===== src/rtl/ula_seq_pkg.sv =====
// Shared definitions for the ULA operand sequencer: FSM state encodings
// (also shown on LEDG through oStep) and the ULA opcode values.
package ula_seq_pkg;

  typedef enum logic [2:0] {
    S_A    = 3'd0,
    S_B    = 3'd1,
    S_OP   = 3'd2,
    S_EXEC = 3'd3,
    S_SHOW = 3'd4
  } state_t;

  localparam logic [1:0] SEL_ADD = 2'b00;
  localparam logic [1:0] SEL_SUB = 2'b01;
  localparam logic [1:0] SEL_SHR = 2'b10;
  localparam logic [1:0] SEL_SHL = 2'b11;

endpackage


===== src/rtl/ula_op_sequencer_if.sv =====
// Board-side bundle of the ULA operand sequencer: the step key, the switch bank,
// the ULA result coming back and the registered operands/result going out.
// The master modport is the sequencer; the slave modport is the board/ULA side.
// Optional flag outputs exist only when ULA_SEQ_FLAGS_EN is defined.
interface ula_op_sequencer_if #(
  parameter int WIDTH = 4
);
  logic             iKEY_N;
  logic [WIDTH-1:0] iDATA;
  logic [WIDTH-1:0] iRES;
  logic [WIDTH-1:0] oA;
  logic [WIDTH-1:0] oB;
  logic [1:0]       oSel;
  logic [WIDTH-1:0] oResult;
  logic             oValid;
  logic [2:0]       oStep;
`ifdef ULA_SEQ_FLAGS_EN
  logic             oZero;
  logic             oCarry;
`endif

  modport master (
    input  iKEY_N, iDATA, iRES,
`ifdef ULA_SEQ_FLAGS_EN
    output oZero, oCarry,
`endif
    output oA, oB, oSel, oResult, oValid, oStep
  );

  modport slave (
    output iKEY_N, iDATA, iRES,
`ifdef ULA_SEQ_FLAGS_EN
    input  oZero, oCarry,
`endif
    input  oA, oB, oSel, oResult, oValid, oStep
  );
endinterface


===== src/rtl/key_debounce.sv =====
// Push-button conditioner: 2-FF synchroniser, stable-level debouncer and a
// one-cycle pulse on each debounced released->pressed transition.
// The key is active low; reset leaves the debounced level at "released".
module key_debounce #(
  parameter int DEBOUNCE_CYCLES = 1_000_000
) (
  input  logic iCLK,
  input  logic iRST_N,
  input  logic iKEY_N,
  output logic oPress
);
  localparam int CW = $clog2(DEBOUNCE_CYCLES + 1);
  localparam logic [CW-1:0] CNT_LAST = CW'(DEBOUNCE_CYCLES - 1);

  logic [1:0]    sync_r;
  logic          level_r;
  logic [CW-1:0] cnt_r;
  logic          press_r;

  // Bring the asynchronous key into the clock domain (idles high = released).
  always_ff @(posedge iCLK or negedge iRST_N) begin
    if (!iRST_N) begin
      sync_r <= 2'b11;
    end else begin
      sync_r <= {sync_r[0], iKEY_N};
    end
  end

  // Accept a new level only after DEBOUNCE_CYCLES consecutive differing samples;
  // a sample equal to the current level restarts the count.
  always_ff @(posedge iCLK or negedge iRST_N) begin
    if (!iRST_N) begin
      level_r <= 1'b1;
      cnt_r   <= {CW{1'b0}};
      press_r <= 1'b0;
    end else begin
      press_r <= 1'b0;
      if (sync_r[1] == level_r) begin
        cnt_r <= {CW{1'b0}};
      end else if (cnt_r == CNT_LAST) begin
        cnt_r   <= {CW{1'b0}};
        level_r <= sync_r[1];
        press_r <= ~sync_r[1];
      end else begin
        cnt_r <= cnt_r + {{(CW-1){1'b0}}, 1'b1};
      end
    end
  end

  assign oPress = press_r;
endmodule


===== src/rtl/ula_op_sequencer.sv =====
// Sequential operand/opcode loader for the 4-bit ULA. One debounced key steps
// A -> B -> Sel -> EXEC -> SHOW; the ULA itself sits outside and feeds iRES back.
// Define ULA_SEQ_FLAGS_EN to add registered zero/carry flags alongside oResult.
module ula_op_sequencer
  import ula_seq_pkg::*;
#(
  parameter int WIDTH           = 4,
  parameter int DEBOUNCE_CYCLES = 1_000_000
) (
  input  logic               iCLK,
  input  logic               iRST_N,
  ula_op_sequencer_if.master bus
);
  logic             press_s;
  state_t           state_r;
  logic [WIDTH-1:0] a_r;
  logic [WIDTH-1:0] b_r;
  logic [1:0]       sel_r;
  logic [WIDTH-1:0] result_r;
  logic             valid_r;

  key_debounce #(
    .DEBOUNCE_CYCLES(DEBOUNCE_CYCLES)
  ) u_key_debounce (
    .iCLK  (iCLK),
    .iRST_N(iRST_N),
    .iKEY_N(bus.iKEY_N),
    .oPress(press_s)
  );

`ifdef ULA_SEQ_FLAGS_EN
  logic [WIDTH:0] sum_s;
  logic           zero_s;
  logic           carry_s;
  logic           zero_r;
  logic           carry_r;

  // Flags from the operands the ULA is currently seeing: carry-out on add,
  // borrow on sub, nothing for shifts.
  always_comb begin
    sum_s  = {1'b0, a_r} + {1'b0, b_r};
    zero_s = (bus.iRES == {WIDTH{1'b0}});
    case (sel_r)
      SEL_ADD: carry_s = sum_s[WIDTH];
      SEL_SUB: carry_s = (a_r < b_r);
      default: carry_s = 1'b0;
    endcase
  end
`endif

  // Step FSM and operand/result registers; the result is captured in the single
  // EXEC cycle, when oA/oB/oSel have been stable for at least one cycle.
  always_ff @(posedge iCLK or negedge iRST_N) begin
    if (!iRST_N) begin
      state_r  <= S_A;
      a_r      <= {WIDTH{1'b0}};
      b_r      <= {WIDTH{1'b0}};
      sel_r    <= SEL_ADD;
      result_r <= {WIDTH{1'b0}};
      valid_r  <= 1'b0;
`ifdef ULA_SEQ_FLAGS_EN
      zero_r   <= 1'b0;
      carry_r  <= 1'b0;
`endif
    end else begin
      case (state_r)
        S_A: begin
          if (press_s) begin
            a_r     <= bus.iDATA;
            valid_r <= 1'b0;
`ifdef ULA_SEQ_FLAGS_EN
            zero_r  <= 1'b0;
            carry_r <= 1'b0;
`endif
            state_r <= S_B;
          end
        end
        S_B: begin
          if (press_s) begin
            b_r     <= bus.iDATA;
            state_r <= S_OP;
          end
        end
        S_OP: begin
          if (press_s) begin
            sel_r   <= bus.iDATA[1:0];
            state_r <= S_EXEC;
          end
        end
        S_EXEC: begin
          result_r <= bus.iRES;
          valid_r  <= 1'b1;
`ifdef ULA_SEQ_FLAGS_EN
          zero_r   <= zero_s;
          carry_r  <= carry_s;
`endif
          state_r  <= S_SHOW;
        end
        S_SHOW: begin
          // A press while showing a result starts the next entry with A.
          if (press_s) begin
            a_r     <= bus.iDATA;
            valid_r <= 1'b0;
`ifdef ULA_SEQ_FLAGS_EN
            zero_r  <= 1'b0;
            carry_r <= 1'b0;
`endif
            state_r <= S_B;
          end
        end
        default: begin
          state_r <= S_A;
        end
      endcase
    end
  end

  assign bus.oA      = a_r;
  assign bus.oB      = b_r;
  assign bus.oSel    = sel_r;
  assign bus.oResult = result_r;
  assign bus.oValid  = valid_r;
  assign bus.oStep   = state_r;
`ifdef ULA_SEQ_FLAGS_EN
  assign bus.oZero   = zero_r;
  assign bus.oCarry  = carry_r;
`endif
endmodule

===== src/flat_wrapper.sv =====
// flat-port wrapper written by rule: the top's interface ports become plain ports
module ula_op_sequencer_flat import ula_seq_pkg::*;
#(
  parameter int WIDTH           = 4,
  parameter int DEBOUNCE_CYCLES = 1_000_000
)
  (iCLK, iRST_N, bus_iKEY_N, bus_iDATA, bus_iRES, bus_oA, bus_oB, bus_oSel, bus_oResult, bus_oValid, bus_oStep);
  ula_op_sequencer_if #(.WIDTH(WIDTH)) bus_i ();
  input  logic iCLK;
  input  logic iRST_N;
  input wire logic [$bits(bus_i.iKEY_N)-1:0] bus_iKEY_N;
  input wire logic [$bits(bus_i.iDATA)-1:0] bus_iDATA;
  input wire logic [$bits(bus_i.iRES)-1:0] bus_iRES;
  output wire logic [$bits(bus_i.oA)-1:0] bus_oA;
  output wire logic [$bits(bus_i.oB)-1:0] bus_oB;
  output wire logic [$bits(bus_i.oSel)-1:0] bus_oSel;
  output wire logic [$bits(bus_i.oResult)-1:0] bus_oResult;
  output wire logic [$bits(bus_i.oValid)-1:0] bus_oValid;
  output wire logic [$bits(bus_i.oStep)-1:0] bus_oStep;
  assign bus_i.iKEY_N = bus_iKEY_N;
  assign bus_i.iDATA = bus_iDATA;
  assign bus_i.iRES = bus_iRES;
  assign bus_oA = bus_i.oA;
  assign bus_oB = bus_i.oB;
  assign bus_oSel = bus_i.oSel;
  assign bus_oResult = bus_i.oResult;
  assign bus_oValid = bus_i.oValid;
  assign bus_oStep = bus_i.oStep;
  ula_op_sequencer #(.WIDTH(WIDTH), .DEBOUNCE_CYCLES(DEBOUNCE_CYCLES)) u_core (.iCLK(iCLK), .iRST_N(iRST_N), .bus(bus_i));
endmodule

===== config.mk =====
export PLATFORM = sky130hd
export DESIGN_NAME = ula_op_sequencer_flat
export DESIGN_NICKNAME = d
export VERILOG_FILES = /design/src/rtl/ula_seq_pkg.sv /design/src/rtl/ula_op_sequencer_if.sv /design/src/rtl/key_debounce.sv /design/src/rtl/ula_op_sequencer.sv /design/src/flat_wrapper.sv
export SDC_FILE = /design/constraint.sdc
export NUM_CORES = 1
export LEC_CHECK = 0
export CAP_MARGIN = 20
export CORE_ASPECT_RATIO = 0.5
export CORE_MARGIN = 8
export CORE_UTILIZATION = 30
export CTS_CLUSTER_SIZE = 14
export DETAILED_ROUTE_END_ITERATION = 10
export PLACE_DENSITY = 0.55
export SETUP_SLACK_MARGIN = 0.02
export SYNTH_ARGS = -nofsm -noshare
export SYNTH_HDL_FRONTEND = slang
export SYNTH_SLANG_ARGS = --single-unit
export TNS_END_PERCENT = 1

===== constraint.sdc =====
create_clock -name iCLK -period 2.55 [get_ports iCLK]
set_input_delay 0.255 -clock iCLK [delete_from_list [all_inputs] [get_ports iCLK]]
set_output_delay 0.255 -clock iCLK [all_outputs]
set_load 0.005 [all_outputs]

### Word level (Yosys, flattened, before mapping)

Index checks and enable logic that the tools add are counted.

| word-level totals | value |
|---|---|
| flip-flop bits (word level) | 42 |
| bits of input ports | 11 |

| cells by class | value |
|---|---|
| $add $sub $neg | 1 |
| reductions and logical operators | 9 |
| eq/ne operators | 9 |
| bitwise operators | 2 |
| multiplexer cells | 10 |

Operators with widths:

| cell | count |
|---|---|
| $mux W20 | 2 |
| $add A20 B1 Y20 const B | 1 |
| $eq A20 B20 Y1 const B | 1 |
| $pmux W3 S4 | 1 |
| $reduce_and A2 Y1 | 5 |
| $mux W3 | 3 |
| $eq A3 B2 Y1 const B | 2 |
| $ne A2 B2 Y1 const B | 2 |
| $eq A3 B1 Y1 const B | 1 |
| $eq A3 B3 Y1 const B | 1 |
| $logic_not A3 Y1 | 1 |
| $mux W1 | 3 |
| $reduce_and A3 Y1 | 1 |
| $ne A2 B1 Y1 const B | 1 |
| $not A1 Y1 | 2 |
| $pmux W1 S2 | 1 |
| $reduce_bool A2 Y1 | 1 |
| $reduce_or A2 Y1 | 1 |
| $eq A1 B1 Y1 | 1 |

### Longest topological paths before layout

| logic depth | value |
|---|---|
| depth after elaboration | 4 |
| mapped depth | 6 |
| gate-level depth less buffers | 5 |

### Modules after synthesis

Synthesis repeated with hierarchy kept, for this count alone.

| unflattened totals | value |
|---|---|
| cell total of the unflattened synthesis | 167 |
| area, all modules | 1,865.5 µm² |

By module, submodules not included:

| module | cells an instance | area an instance (µm²) | instances | sequential area each (µm²) |
|---|---|---|---|---|
| key_debounce | 116 | 1,139.8 | 1 | 604.3 |
| ula_op_sequencer | 51 | 725.7 | 1 | 450.4 |

### Worst setup path after synthesis

OpenSTA, ideal clock, no wires.

| timing path | value |
|---|---|
| path kind | register to register |
| start | reg u_core.u_key_debounce.cnt_r[0] |
| end | reg u_core.u_key_debounce.cnt_r[18] |
| path slack | 0.781 ns |
| cell stages (with the launch flop) | 6 |
| arrival | 1.696 ns |
| required time | 2.477 ns |
| path through | dfrtp_1 > ha_1 > nand3_2 > or3_4 > or4_4 > a21oi_2 |

| between the ends | value |
|---|---|
| word-level cells in the longest chain between the ends | 3 |
| elaborated cells on any way between the ends | 4 |

Ends and longest elaborated chain:

| item | RTL line | source |
|---|---|---|
| from (decl) | key_debounce.sv:17 | `logic [CW-1:0] cnt_r;` |
| from (signal assigned) | key_debounce.sv:34 | `cnt_r <= {CW{1'b0}};` |
| from (signal assigned) | key_debounce.sv:39 | `cnt_r <= {CW{1'b0}};` |
| from (signal assigned) | key_debounce.sv:41 | `cnt_r <= {CW{1'b0}};` |
| $add A20 B1 Y20 or $eq A20 B20 Y1 (tied branches) | key_debounce.sv:45, key_debounce.sv:40 |  |
| $mux W20 * | key_debounce.sv:40 | `end else if (cnt_r == CNT_LAST) begin` |
| $mux W20 * | key_debounce.sv:38 | `if (sync_r[1] == level_r) begin` |

Every way passes the cells marked *; elsewhere a longest branch is shown, timed or not.
A chain may end at the register's enable or synchronous reset.

### Final worst setup path

| timing path | value |
|---|---|
| start | reg u_core.u_key_debounce.cnt_r[4] |
| end | reg u_core.u_key_debounce.cnt_r[18] |

Same word-level chain as after synthesis.

==> run metrics <==
Hold Buf Count CTS=0; FP Rows=20; RSZ-0062 raised after global routing=false; Netlist cell types=33; Total GRT Usage=9.23%; die width=128 um; Die ar.=0.00925 sq mm; CTS buffer count=5; DRC=0; Critical Path AT=2.10 ns; pwr dens=553 mW/mm^2; CP Class=register to register; Placeable Area=0.00608 sq mm; Synth async-reset ratio=100%; first-pass GRT wire length=6720 um; Synth Area per Inst=11.3 sq um; Area growth, synth to finish=27.0%; synthesized area=0.00189 sq mm; routability cong.=0.795; Post-synth top flop=dfrtp_1; fin util=39.5%; antenna-violating nets left=0; setup_tns=0 ns; CTS Sinks=42; worst hold path type=primary input to async pin; Slew headroom=39.7%; Resized Gates After CTS=0; Post-Synthesis Cells=168; I/O pins=29; GRT overflow=0; detailed-route via count=1301; area of placed instances=0.00226 sq mm; sequential share of the synthesized area=55.8%; Ant. Diodes=0; placed cell count=279; initial core utilization=31.1%; CP Launch Type=register; Leak Pwr=0.976 nW; CP Capture Type=register; Finished Layout Cells=287; measured slew at the worst slew-check pin=0.904 ns; routed wire length=3670 um; final hold violation count=0; main combinational cell family by area after synthesis=simple AND/OR/NAND/NOR gates; DIE HEIGHT=72.1 um; Post-CTS Setup Bufs=0; Compound-Gate Fraction of Synth Area=4.77%; Max Slew Vio Count=0; synthesized flop and latch total=42; syn nets=180; Setup Skew=0.00422 ns; proportion of synthesized area in mux cells=8.93%; Vias/cell=4.53; Clock Path Buffers=2; yosys warns=0; CTS H-tree lvls=2; Max VDD drop=327 uV; Port Buffers=28; largest net degree at the start of global routing=43; share of layout cells above drive strength 1=16.6%; TritonCTS clock tree=built; overall power=1.33 mW; Post-synth EDFFs=0; Post-Synth Simple-Gate Area=20.6%; clock tree root driver cell=clkbuf_16; vias in the first global route=1412; wire per inst=12.8 um; Post-Synth Adder-Cell Area=0.662%; crit path max fanout=11; maximum clock rate=530 MHz; Final Cell Area=0.00240 sq mm; worst-skew pair later-pin latency=0.28 ns; clock-pin slew on the worst setup and hold paths=0.05 ns; XOR/XNOR share of the synthesized area=6.95%; MaxCap Viol Count=0; final setup violation count=0; initial DRC count=162; Pre-Repair DR Iteration Count=4; initial antenna violation count=0; outcome=complete, no violations; net total in the final layout=210; CP required=2.76 ns; HPWL after DPL=2630 um; Period minus WS final=1.89 ns; Final period util=73.9%
[power by group]
group | internal (mW) | switching [mW]
Combinational | 0.0260 | 0.0259
Sequential | 0.677 | 0.00644
Clock | 0.363 | 0.228
Total | 1.07 | 0.261
[worst max-delay path: stages (launching register included)]
cell,delay [ns]
dfrtp_1,0.39
nand3_1,0.31
or3_4,0.49
or4_4,0.49
a21oi_2,0.13
[final timing paths]
check / startpoint / endpoint / slack, ns / depth (start not counted)
max: u_core.u_key_debounce.cnt_r[4] / u_core.u_key_debounce.cnt_r[18] / 0.66 / 4
min: iRST_N / u_core.u_key_debounce.cnt_r[1] / 0.11 / 1
max reg2reg: u_core.u_key_debounce.cnt_r[4] / u_core.u_key_debounce.cnt_r[18] / 0.66 / 4
min reg2reg: u_core.u_key_debounce.sync_r[0] / u_core.u_key_debounce.sync_r[1] / 0.35 / 0
max in group asynchronous: iRST_N / u_core.bus.oStep[2] / 1.88 / 1
min in group iCLK: u_core.u_key_debounce.sync_r[0] / u_core.u_key_debounce.sync_r[1] / 0.35 / 0
[metrics by stage]
stage	worst slack (ns)	hold WS (ns)
floorplan	0.781	-0.0406
global placement	0.729	0.347
detailed placement	0.661	0.348
CTS	0.662	0.146
global route	0.546	0.183
finish	0.665	0.109
[sequential cells by signal, indices dropped and copies added, names as in the netlist]
name and count:
u_core.u_key_debounce.sync_r 2, u_core.bus.oA 4, u_core.bus.oStep 3, u_core.bus.oB 4, u_core.u_key_debounce.oPress 1, u_core.u_key_debounce.cnt_r 20, u_core.bus.oSel 2, u_core.bus.oResult 4
u_core.u_key_debounce.level_r 1, u_core.bus.oValid 1
[layout by cell type, fill, tap and decap left out, drive strengths merged]
| master | count |
|---|---|
| dfrtp | 39 |
| clkdlybuf4s50 | 27 |
| nor2 | 23 |
| mux2 | 15 |
| xnor2 | 12 |
| clkbuf | 8 |
| nand3 | 7 |
| nor3 | 6 |
| nand4 | 6 |
| a21oi | 6 |
| nand2 | 5 |
| inv | 5 |
| o21ai | 5 |
| and3 | 4 |
| nor4 | 4 |
| xor2 | 3 |
| nand2b | 3 |
| dfstp | 3 |
| or3 | 3 |
| nor4b | 2 |
| nand4b | 2 |
| o31ai | 2 |
| buf | 2 |
| or4 | 1 |
| nor2b | 1 |
| a32o | 1 |
| nor3b | 1 |
| nand3b | 1 |
| o22ai | 1 |
| ha | 1 |
[layout make-up]
type                            instances  area [sq um]
Timing Repair Buffer                   29           283
Fill cell                             585          3680
Clock buffer                            8           136
Multi-Input combinational cell        115           798
Inverter                                5          18.8
Tap cell                               88           110
Sequential cell                        42          1050
[kinds of logic (layout without fill, tap and decap cells)]
family | after synthesis | in the layout
AOI/OAI and AO/OA | 15 | 15
xor gates and xnor gates | 15 | 15
adders and majority gates | 1 | 1
buffers and inverters | 11 | 42
DFF | 42 | 42
muxes | 15 | 15
and+or+nand+nor | 69 | 69
[synthesized netlist by cell type, types with 3 or more instances]
cell      number  area share (%)
nand2b_1       3            0.99
clkbuf_1       5            0.99
nor3_1         6             1.6
xor2_1         3             1.4
dfrtp_1       39              52
dfstp_2        3             4.2
nor4_1         4             1.3
and3_1         4             1.3
mux2_2        15             8.9
xnor2_1       12             5.6
nor2_1        23             4.6
o21ai_0        5             1.3
a21oi_1        5             1.3
nand4_1        5             1.7
nand3_1        6             1.6
nand2_1        5            0.99
inv_1          5            0.99
[routing by layer]
| layer | track usage (%) | part of all wire (%) | vias to the layer above | routed length [um] |
|---|---|---|---|---|
| met4 | 5.22 | 2.9 | 0 | 107 |
| met3 | 4.09 | 4.4 | 6 | 163 |
| met1 | 10.9 | 46 | 628 | 1700 |
| li1 | - | - | 650 | - |
| met2 | 13.8 | 46 | 17 | 1700 |
| met5 | 0 | 0 | - | 0 |
Note: power is estimated with default switching activity, not from simulation.
